--- src/rtl/flap_pkg.sv ---
// Shared types for the flap sequencer: FSM state encoding, row type and row limits.
package flap_pkg;

  typedef enum logic [1:0] {
    ST_IDLE = 2'd0,
    ST_RISE = 2'd1,
    ST_FALL = 2'd2,
    ST_DEAD = 2'd3
  } state_e;

  typedef logic [2:0] row_t;

  localparam row_t ROW_TOP    = 3'd0;
  localparam row_t ROW_BOTTOM = 3'd7;

  // One row towards the top of the screen, stopping at the top row.
  function automatic row_t row_up(input row_t r);
    return (r == ROW_TOP) ? ROW_TOP : row_t'(r - 3'd1);
  endfunction

endpackage

--- src/rtl/flap_edge.sv ---
// Release detector for the flap key: a flap event fires in the cycle the key goes
// from pressed to released, with no extra latency.
module flap_edge
  import flap_pkg::*;
(
  input  logic Clock,
  input  logic Reset,
  input  logic key_i,
  output logic flap_o
);

  localparam logic [0:0] E_RELEASED = 1'b0;
  localparam logic [0:0] E_PRESSED  = 1'b1;

  logic [0:0] pressed_q;
  logic [0:0] pressed_d;

  always_ff @(posedge Clock) begin
    if (Reset) begin
      pressed_q <= E_RELEASED;
    end else begin
      pressed_q <= pressed_d;
    end
  end

  always_comb begin
    pressed_d = pressed_q;
    flap_o    = 1'b0;
    case (pressed_q)
      E_RELEASED: begin
        if (key_i) begin
          pressed_d = E_PRESSED;
        end else begin
          pressed_d = E_RELEASED;
        end
      end
      E_PRESSED: begin
        if (key_i) begin
          pressed_d = E_PRESSED;
        end else begin
          pressed_d = E_RELEASED;
          flap_o    = 1'b1;
        end
      end
      default: begin
        pressed_d = E_RELEASED;
        flap_o    = 1'b0;
      end
    endcase
  end

endmodule

--- src/rtl/flap_sequencer.sv ---
// Flappy-bird style rise/fall/crash sequencer driven by game ticks and flap releases.
// Define FLAP_QUEUE_EN to buffer one flap pressed during a rise.
module flap_sequencer
  import flap_pkg::*;
#(
  parameter int unsigned RISE_TICKS = 2,
  parameter int unsigned FALL_TICKS = 1,
  parameter int unsigned START_ROW  = 3
) (
  input  logic       Clock,
  input  logic       Reset,
  input  logic       key,
  input  logic       tick,
  input  logic       restart,
  output logic [2:0] bird_row,
  output logic [1:0] state,
  output logic       crashed,
  output logic       flap_ack
);

  localparam logic [1:0] S_IDLE = ST_IDLE;
  localparam logic [1:0] S_RISE = ST_RISE;
  localparam logic [1:0] S_FALL = ST_FALL;
  localparam logic [1:0] S_DEAD = ST_DEAD;

  localparam int unsigned RW = $clog2(RISE_TICKS + 1);
  localparam int unsigned FW = (FALL_TICKS > 1) ? $clog2(FALL_TICKS) : 1;
  typedef logic [RW-1:0] rise_cnt_t;
  typedef logic [FW-1:0] fall_cnt_t;

  localparam rise_cnt_t RISE_LOAD = rise_cnt_t'(RISE_TICKS);
  localparam rise_cnt_t RISE_ONE  = rise_cnt_t'(1);
  localparam fall_cnt_t FALL_LAST = fall_cnt_t'(FALL_TICKS - 1);
  localparam row_t      ROW_START = row_t'(START_ROW);

  logic [1:0] state_q, state_d;
  row_t       row_q, row_d;
  rise_cnt_t  rise_q, rise_d;
  fall_cnt_t  fall_q, fall_d;
  logic       pend_q, pend_d;
  logic       ack_q, ack_d;
  logic       crashed_q, crashed_d;
  logic       flap_s;
  logic       q_flap_s;

  flap_edge u_edge (
    .Clock  (Clock),
    .Reset  (Reset),
    .key_i  (key),
    .flap_o (flap_s)
  );

`ifdef FLAP_QUEUE_EN
  assign q_flap_s = flap_s;
`else
  assign q_flap_s = 1'b0;
`endif

  always_ff @(posedge Clock) begin
    if (Reset) begin
      state_q   <= S_IDLE;
      row_q     <= ROW_START;
      rise_q    <= '0;
      fall_q    <= '0;
      pend_q    <= 1'b0;
      ack_q     <= 1'b0;
      crashed_q <= 1'b0;
    end else begin
      state_q   <= state_d;
      row_q     <= row_d;
      rise_q    <= rise_d;
      fall_q    <= fall_d;
      pend_q    <= pend_d;
      ack_q     <= ack_d;
      crashed_q <= crashed_d;
    end
  end

  always_comb begin
    state_d = state_q;
    row_d   = row_q;
    rise_d  = rise_q;
    fall_d  = fall_q;
    pend_d  = pend_q;
    ack_d   = 1'b0;
    case (state_q)
      S_IDLE: begin
        row_d = ROW_START;
        if (flap_s) begin
          state_d = S_RISE;
          rise_d  = RISE_LOAD;
          ack_d   = 1'b1;
        end else begin
          state_d = S_IDLE;
        end
      end
      S_RISE: begin
        if (tick) begin
          row_d = row_up(row_q);
          if (rise_q == RISE_ONE) begin
            // A buffered (or simultaneous) flap restarts the climb instead of falling.
            if (pend_q || q_flap_s) begin
              rise_d = RISE_LOAD;
              pend_d = 1'b0;
              ack_d  = 1'b1;
            end else begin
              state_d = S_FALL;
              rise_d  = '0;
              fall_d  = '0;
            end
          end else begin
            rise_d = rise_cnt_t'(rise_q - RISE_ONE);
            pend_d = pend_q | q_flap_s;
          end
        end else begin
          pend_d = pend_q | q_flap_s;
        end
      end
      S_FALL: begin
        if (flap_s) begin
          state_d = S_RISE;
          rise_d  = RISE_LOAD;
          fall_d  = '0;
          ack_d   = 1'b1;
        end else if (tick) begin
          if (fall_q == FALL_LAST) begin
            fall_d = '0;
            if (row_q == ROW_BOTTOM) begin
              state_d = S_DEAD;
            end else begin
              row_d = row_t'(row_q + 3'd1);
            end
          end else begin
            fall_d = fall_cnt_t'(fall_q + fall_cnt_t'(1));
          end
        end else begin
          fall_d = fall_q;
        end
      end
      S_DEAD: begin
        if (restart) begin
          state_d = S_IDLE;
          row_d   = ROW_START;
          rise_d  = '0;
          fall_d  = '0;
          pend_d  = 1'b0;
        end else begin
          state_d = S_DEAD;
        end
      end
      default: begin
        state_d = S_IDLE;
        row_d   = ROW_START;
        rise_d  = '0;
        fall_d  = '0;
        pend_d  = 1'b0;
      end
    endcase
    crashed_d = (state_d == S_DEAD);
  end

  assign bird_row = row_q;
  assign state    = state_q;
  assign crashed  = crashed_q;
  assign flap_ack = ack_q;

endmodule

--- config.mk ---
export PLATFORM = sky130hd
export DESIGN_NAME = flap_sequencer
export DESIGN_NICKNAME = d
export VERILOG_FILES = /design/src/rtl/flap_pkg.sv /design/src/rtl/flap_edge.sv /design/src/rtl/flap_sequencer.sv
export SDC_FILE = /design/constraint.sdc
export NUM_CORES = 1
export LEC_CHECK = 0
export ABC_AREA = 0
export CORE_MARGIN = 2
export CORE_UTILIZATION = 40
export CTS_CLUSTER_DIAMETER = 30
export DETAILED_ROUTE_END_ITERATION = 8
export GPL_TIMING_DRIVEN = 0
export PLACE_DENSITY = 0.73
export SETUP_SLACK_MARGIN = 0.1
export SYNTH_ARGS = -nofsm -noshare
export SYNTH_HDL_FRONTEND = slang
export SYNTH_SLANG_ARGS = --single-unit
export TNS_END_PERCENT = 5
--- constraint.sdc ---
create_clock -name Clock -period 2.2 [get_ports Clock]
set_clock_uncertainty 0.15 [all_clocks]
set_input_delay 0.33 -clock Clock [delete_from_list [all_inputs] [get_ports Clock]]
set_output_delay 0.33 -clock Clock [all_outputs]
set_load 0.05 [all_outputs]
## Word-level counts from Yosys, hierarchy flattened

Cells that the tools add are included.

- $add $sub $neg: 4
- Reductions and logical operators: 9
- Mux-type cells: 43
- Equality and inequality tests: 16

Operators with widths:

| operator | count |
|---|---|
| 2-bit 2-to-1 mux | 13 |
| 3-bit 2-to-1 mux | 7 |
| 1-bit 2-to-1 mux | 17 |
| 2-bit inequality test (second input constant) | 8 |
| 3-bit case mux with 4 select lines | 1 |
| 6-bit AND reduction | 2 |
| 2-bit case mux with 4 select lines | 1 |
| 2-bit equality test (second input constant) | 3 |
| 2-bit case mux with 3 select lines | 1 |
| 2-bit by 1-bit equality test with 1-bit output (second input constant) | 2 |
| 1-bit case mux with 2 select lines | 2 |
| 4-bit AND reduction | 1 |
| 3-bit by 1-bit adder with 3-bit output (second input constant) | 1 |
| 3-bit equality test (second input constant) | 1 |
| 3-bit zero test | 1 |
| 3-bit inequality test (second input constant) | 1 |
| 1-bit case mux with 3 select lines | 1 |
| 3-bit AND reduction | 1 |
| 3-bit nonzero test | 1 |
| 3-bit by 1-bit subtractor with 3-bit output (second input constant) | 1 |
| 2-bit zero test | 1 |
| 2-bit by 1-bit inequality test with 1-bit output (second input constant) | 1 |
| 2-bit nonzero test | 1 |
| 2-bit OR reduction | 1 |
| 2 further kinds | 2 |

- Bits of input ports: 5
- Output and inout bits: 7
- Register bits after elaboration: 12
- Logic and storage cells: 80

## Depth between registers and ports, before layout

- Depth after elaboration: 7
- Depth in mapped cells: 6
- Gate-level depth less buffers: 6

## Modules after synthesis

Synthesis repeated with hierarchy kept, for this count alone.

- Cells, all modules: 78
- Area, all modules: 649.4 sq um

Modules (own cells, without submodules):

| module | times used | sequential area each (sq um) | cells an instance | area an instance (sq um) |
|---|---|---|---|---|
| flap_sequencer | 1 | 180.2 | 75 | 614.3 |
| flap_edge | 1 | 20.0 | 3 | 35.0 |

## Worst setup path after synthesis

Ideal clock, no wire load.

- Path kind: register -> register
- Start: register state_q[0] (netlist: state[0])
- End: register rise_q[0]
- Stages on the path, launching flop included: 7
- Path buffers: 0
- Data required time: 1.980 ns
- Arrival time: 2.013 ns
- Slack: -0.033 ns
- Library setup time: 0.070 ns
- Clock period less this slack: 2.233 ns
- Path through: dfxtp_1 inv_1 ha_1 nor2_4 o221ai_2 or4b_1 a21oi_1

- Word-level cells in the longest chain between the ends: 4
- Elaborated cells between the ends (all ways): 10
- Those cells by class: 6 x eq/ne; 1 x mux; 3 x reduce/logical

RTL lines:

| element | RTL line | text |
|---|---|---|
| start: declaration | flap_sequencer.sv:36 | `logic [1:0] state_q, state_d;` |
| start signal: assignment | flap_sequencer.sv:69 | `state_q <= state_d;` |
| 2-bit equality test / 2-bit zero test (equally long branches) | flap_sequencer.sv:86 | `case (state_q)` |
| 2-bit OR reduction (no line) | - |  |
| 2-bit by 1-bit inequality test with 1-bit output (no line) | - |  |
| 3-bit AND reduction (no line) | - |  |
| end signal: assignment | flap_sequencer.sv:71 | `rise_q <= rise_d;` |
| end: declaration | flap_sequencer.sv:38 | `rise_cnt_t rise_q, rise_d;` |

Parallel ways exist; a longest one is shown, timed or not.
A chain may end at the register's enable or synchronous reset.

## Final worst setup path

- Start: register row_q[2] (netlist: bird_row[2])
- End: output bird_row[2]

RTL lines:

| element | RTL line | text |
|---|---|---|
| start: declaration | flap_sequencer.sv:37 | `row_t row_q, row_d;` |
| start signal: assignment | flap_sequencer.sv:70 | `row_q <= row_d;` |
| end: declaration | flap_sequencer.sv:15 | `output logic [2:0] bird_row,` |

No word-level cell between the ends.

==> flow_summary.json <==
{
  "swShare_pct": 21.6,
  "die_y_um": 45.1,
  "start_util_pct": 43.8,
  "slew_headroom_pct": 67.0,
  "syn-num-nets": 92,
  "routed_wire_length_per_instance_um": 12.0,
  "grt_pass1_vias": 506,
  "numCtsBuffers": 3,
  "clk_path_buf_depth": 2,
  "rows": 14,
  "cpPeakStageDelay_ns": 0.85,
  "finalCritPeriodShare_pct": 93.3,
  "synth_cell_types": 29,
  "cts.htree.levels": 1,
  "die_w_um": 45.1,
  "synth_top_cell_by_area": "dfxtp_1",
  "ctsResizeCount": 0,
  "hold_depth": 2,
  "nNetsFinal": 108,
  "ys_ff_latch": 10,
  "dp_hpwl_mm": 1.03,
  "path_clk_slew_ns": 0.07,
  "path_cells": "clkdlybuf4s50_1",
  "dr_total_vias": 600,
  "cts_tree": "done",
  "critPathSlowestCell": "clkdlybuf4s50_1",
  "cp_top_family": "buffers and inverters",
  "seq_area_frac_synth_pct": 29.7,
  "worst-path-stages": 1,
  "synthCells": 77,
  "timing.critical_path.from_type": "register",
  "placed_cells": 104,
  "portBuffers": 11,
  "fmaxAchievable_mhz": 487,
  "clk_latency_ns": 0.27,
  "grt_pass1_wl_mm": 2.15,
  "cp_num_buf_inv": 1,
  "pin_count": 12,
  "yosys_warnings": 0,
  "gp_congestion": 0.849,
  "worstPathRequired_ns": 1.72,
  "maxCapViolCount": 0,
  "avgSynthCellArea_sq_um": 8.76,
  "status": "complete, no violations",
  "diodes": 0,
  "antenna_found_initial": 0,
  "ir_drop_mv": 0.276,
  "grt_max_degree": 8,
  "period_needed_ns": 2.05,
  "cts_hold_buf": 0,
  "clkPwrFrac_pct": 43.6,
  "seqCellArea_sq_um": 203,
  "die_area_sq_um": 2030,
  "drive_above_1_share_pct": 12.0,
  "dr.pass1.iters": 4,
  "r2r_start": "state[0]",
  "power_switching_w": 0.0000820,
  "power_frac_seq_pct": 48.7,
  "final.setup.tns_ns": 0,
  "synth_top_area_share_pct": 29.7,
  "slew_viol_final": 0,
  "path_max_fanout": 7,
  "setup_viol": 0,
  "cp-end-kind": "output port",
  "tightest_slew_ns": 0.493,
  "final_cells": 108,
  "antenna_left": 0,
  "drc_errors": 0,
  "overflow": 0,
  "multi_input_comb_area_sq_um": 444,
  "r2r_cells": 5,
  "min_path_type": "register to register",
  "rsz0062_at_grt": "false",
  "worstSetupPathType": "register to output port",
  "synthTopCellsByArea": "dfxtp_1, ha_1, inv_1, nand2_1, o211ai_1",
  "p_leak_nw": 0.367,
  "cts_root_buffer": "clkbuf_4",
  "finalHoldViolCount": 0,
  "grt_usage_pct": 14.6,
  "cts.sinks": 10,
  "synthToLayoutAreaGrowth_pct": 25.0,
  "final_util_pct": 54.7,
  "fillCellCount": 149,
  "wl_mm": 1.30,
  "vias_per_cell": 5.56,
  "p_per_area_nw_per_um2": 451,
  "core-area_sq_um": 1540,
  "drt-initial-drc-count": 17,
  "syn-cell-area_sq_um": 674,
  "p_int_w": 0.000298,
  "cp.arrival_ns": 1.57,
  "post-cts-setup-buffers": 0,
  "power_frac_comb_pct": 7.7,
  "worstHoldStart": "rise_q[0]",
  "cp-startpoint": "bird_row[2]"
}
per-layer routing:
| layer | routed length [um] | track usage [%] |
|---|---|---|
| met1 | 581 | 18.4 |
| met2 | 604 | 23.1 |
| met3 | 114 | 6.00 |
| met4 | 0 | 3.53 |
| met5 | 0 | 0 |
sequential cells by signal (all words and copies together) (netlist names):
signal / count
u_edge.pressed_q: 1
flap_ack: 1
crashed: 1
state: 2
rise_q: 2
bird_row: 3
area by class of cell:
cell class / instances / area share [%]
flip-flops and latches: 10 / 24.0
clock buffers: 4 / 4.30
repair buffers: 11 / 13.1
well taps: 16 / 2.37
multi-input cells: 59 / 52.7
inverters: 8 / 3.56
cell usage in the layout (no fill, tap or decap), types with 2 or more instances in the layout:
master            n
nor2b_1           3
nand2b_1          3
nor2_1            2
o21ai_0           3
clkdlybuf4s50_1  11
dfxtp_1           8
ha_1             10
mux2i_1           2
nor3_1            2
clkbuf_4          3
nand2_1           8
dfxtp_2           2
a21oi_1           4
o211ai_1          3
inv_1             8
nand3_1           3
final timing paths:
path	slack, ns	endpoint
worst max-delay path	0.15	bird_row[2]
worst min-delay path	0.34	rise_q[0]
worst max register to register	0.25	bird_row[2]
worst min register to register	0.34	rise_q[0]
kinds of logic (layout without fill, tap and decap cells):
kind of cell,after synthesis,after routing,synth area share (%)
and+or+nand+nor,28,28,23.4
muxes,2,2,2.97
buffers and inverters,8,23,4.45
AOI/OAI and AO/OA,19,19,21.0
DFF,10,10,29.7
adders and majority gates,10,10,18.6
metrics by stage:
stage                     cell area (sq um)  power [W]  setup slack (ns)  hold slack, ns
after detailed placement                807   0.000219             0.213           0.320
after global placement                  807   0.000218             0.246           0.312
after floorplan                         677   0.000204             0.192           0.245
final                                   843   0.000380             0.147           0.338
after global routing                    843   0.000398             0.107           0.360
after CTS                               843   0.000387             0.142           0.333
synthesized netlist by cell type:
master    number
nor4_1         1
a21o_1         1
nand2_1        8
o41ai_1        1
a311oi_1       1
nor2_1         2
o221ai_2       1
dfxtp_1       10
ha_1          10
a21oi_1        4
nor2b_1        3
o311a_1        1
inv_1          8
or4b_1         1
nor3_1         2
nand3_1        3
nand2b_1       3
nor2b_2        1
o211a_1        1
or2_2          1
o32ai_1        1
mux2i_1        2
nor2_4         1
a31oi_1        1
and2_1         1
o211ai_1       3
o21ai_0        3
nand2b_2       1
o311ai_0       1
power groups by stage:
stage	Sequential [W]	Clock, W	Combinational (W)
2_1_floorplan	0.000192	0	0.0000123
3_3_place_gp	0.000189	0	0.0000287
3_5_place_dp	0.000189	0	0.0000292
4_1_cts	0.000185	0.000172	0.0000294
5_1_grt	0.000185	0.000180	0.0000320
6_report	0.000185	0.000166	0.0000292
Power figures use the tool's default switching activity.
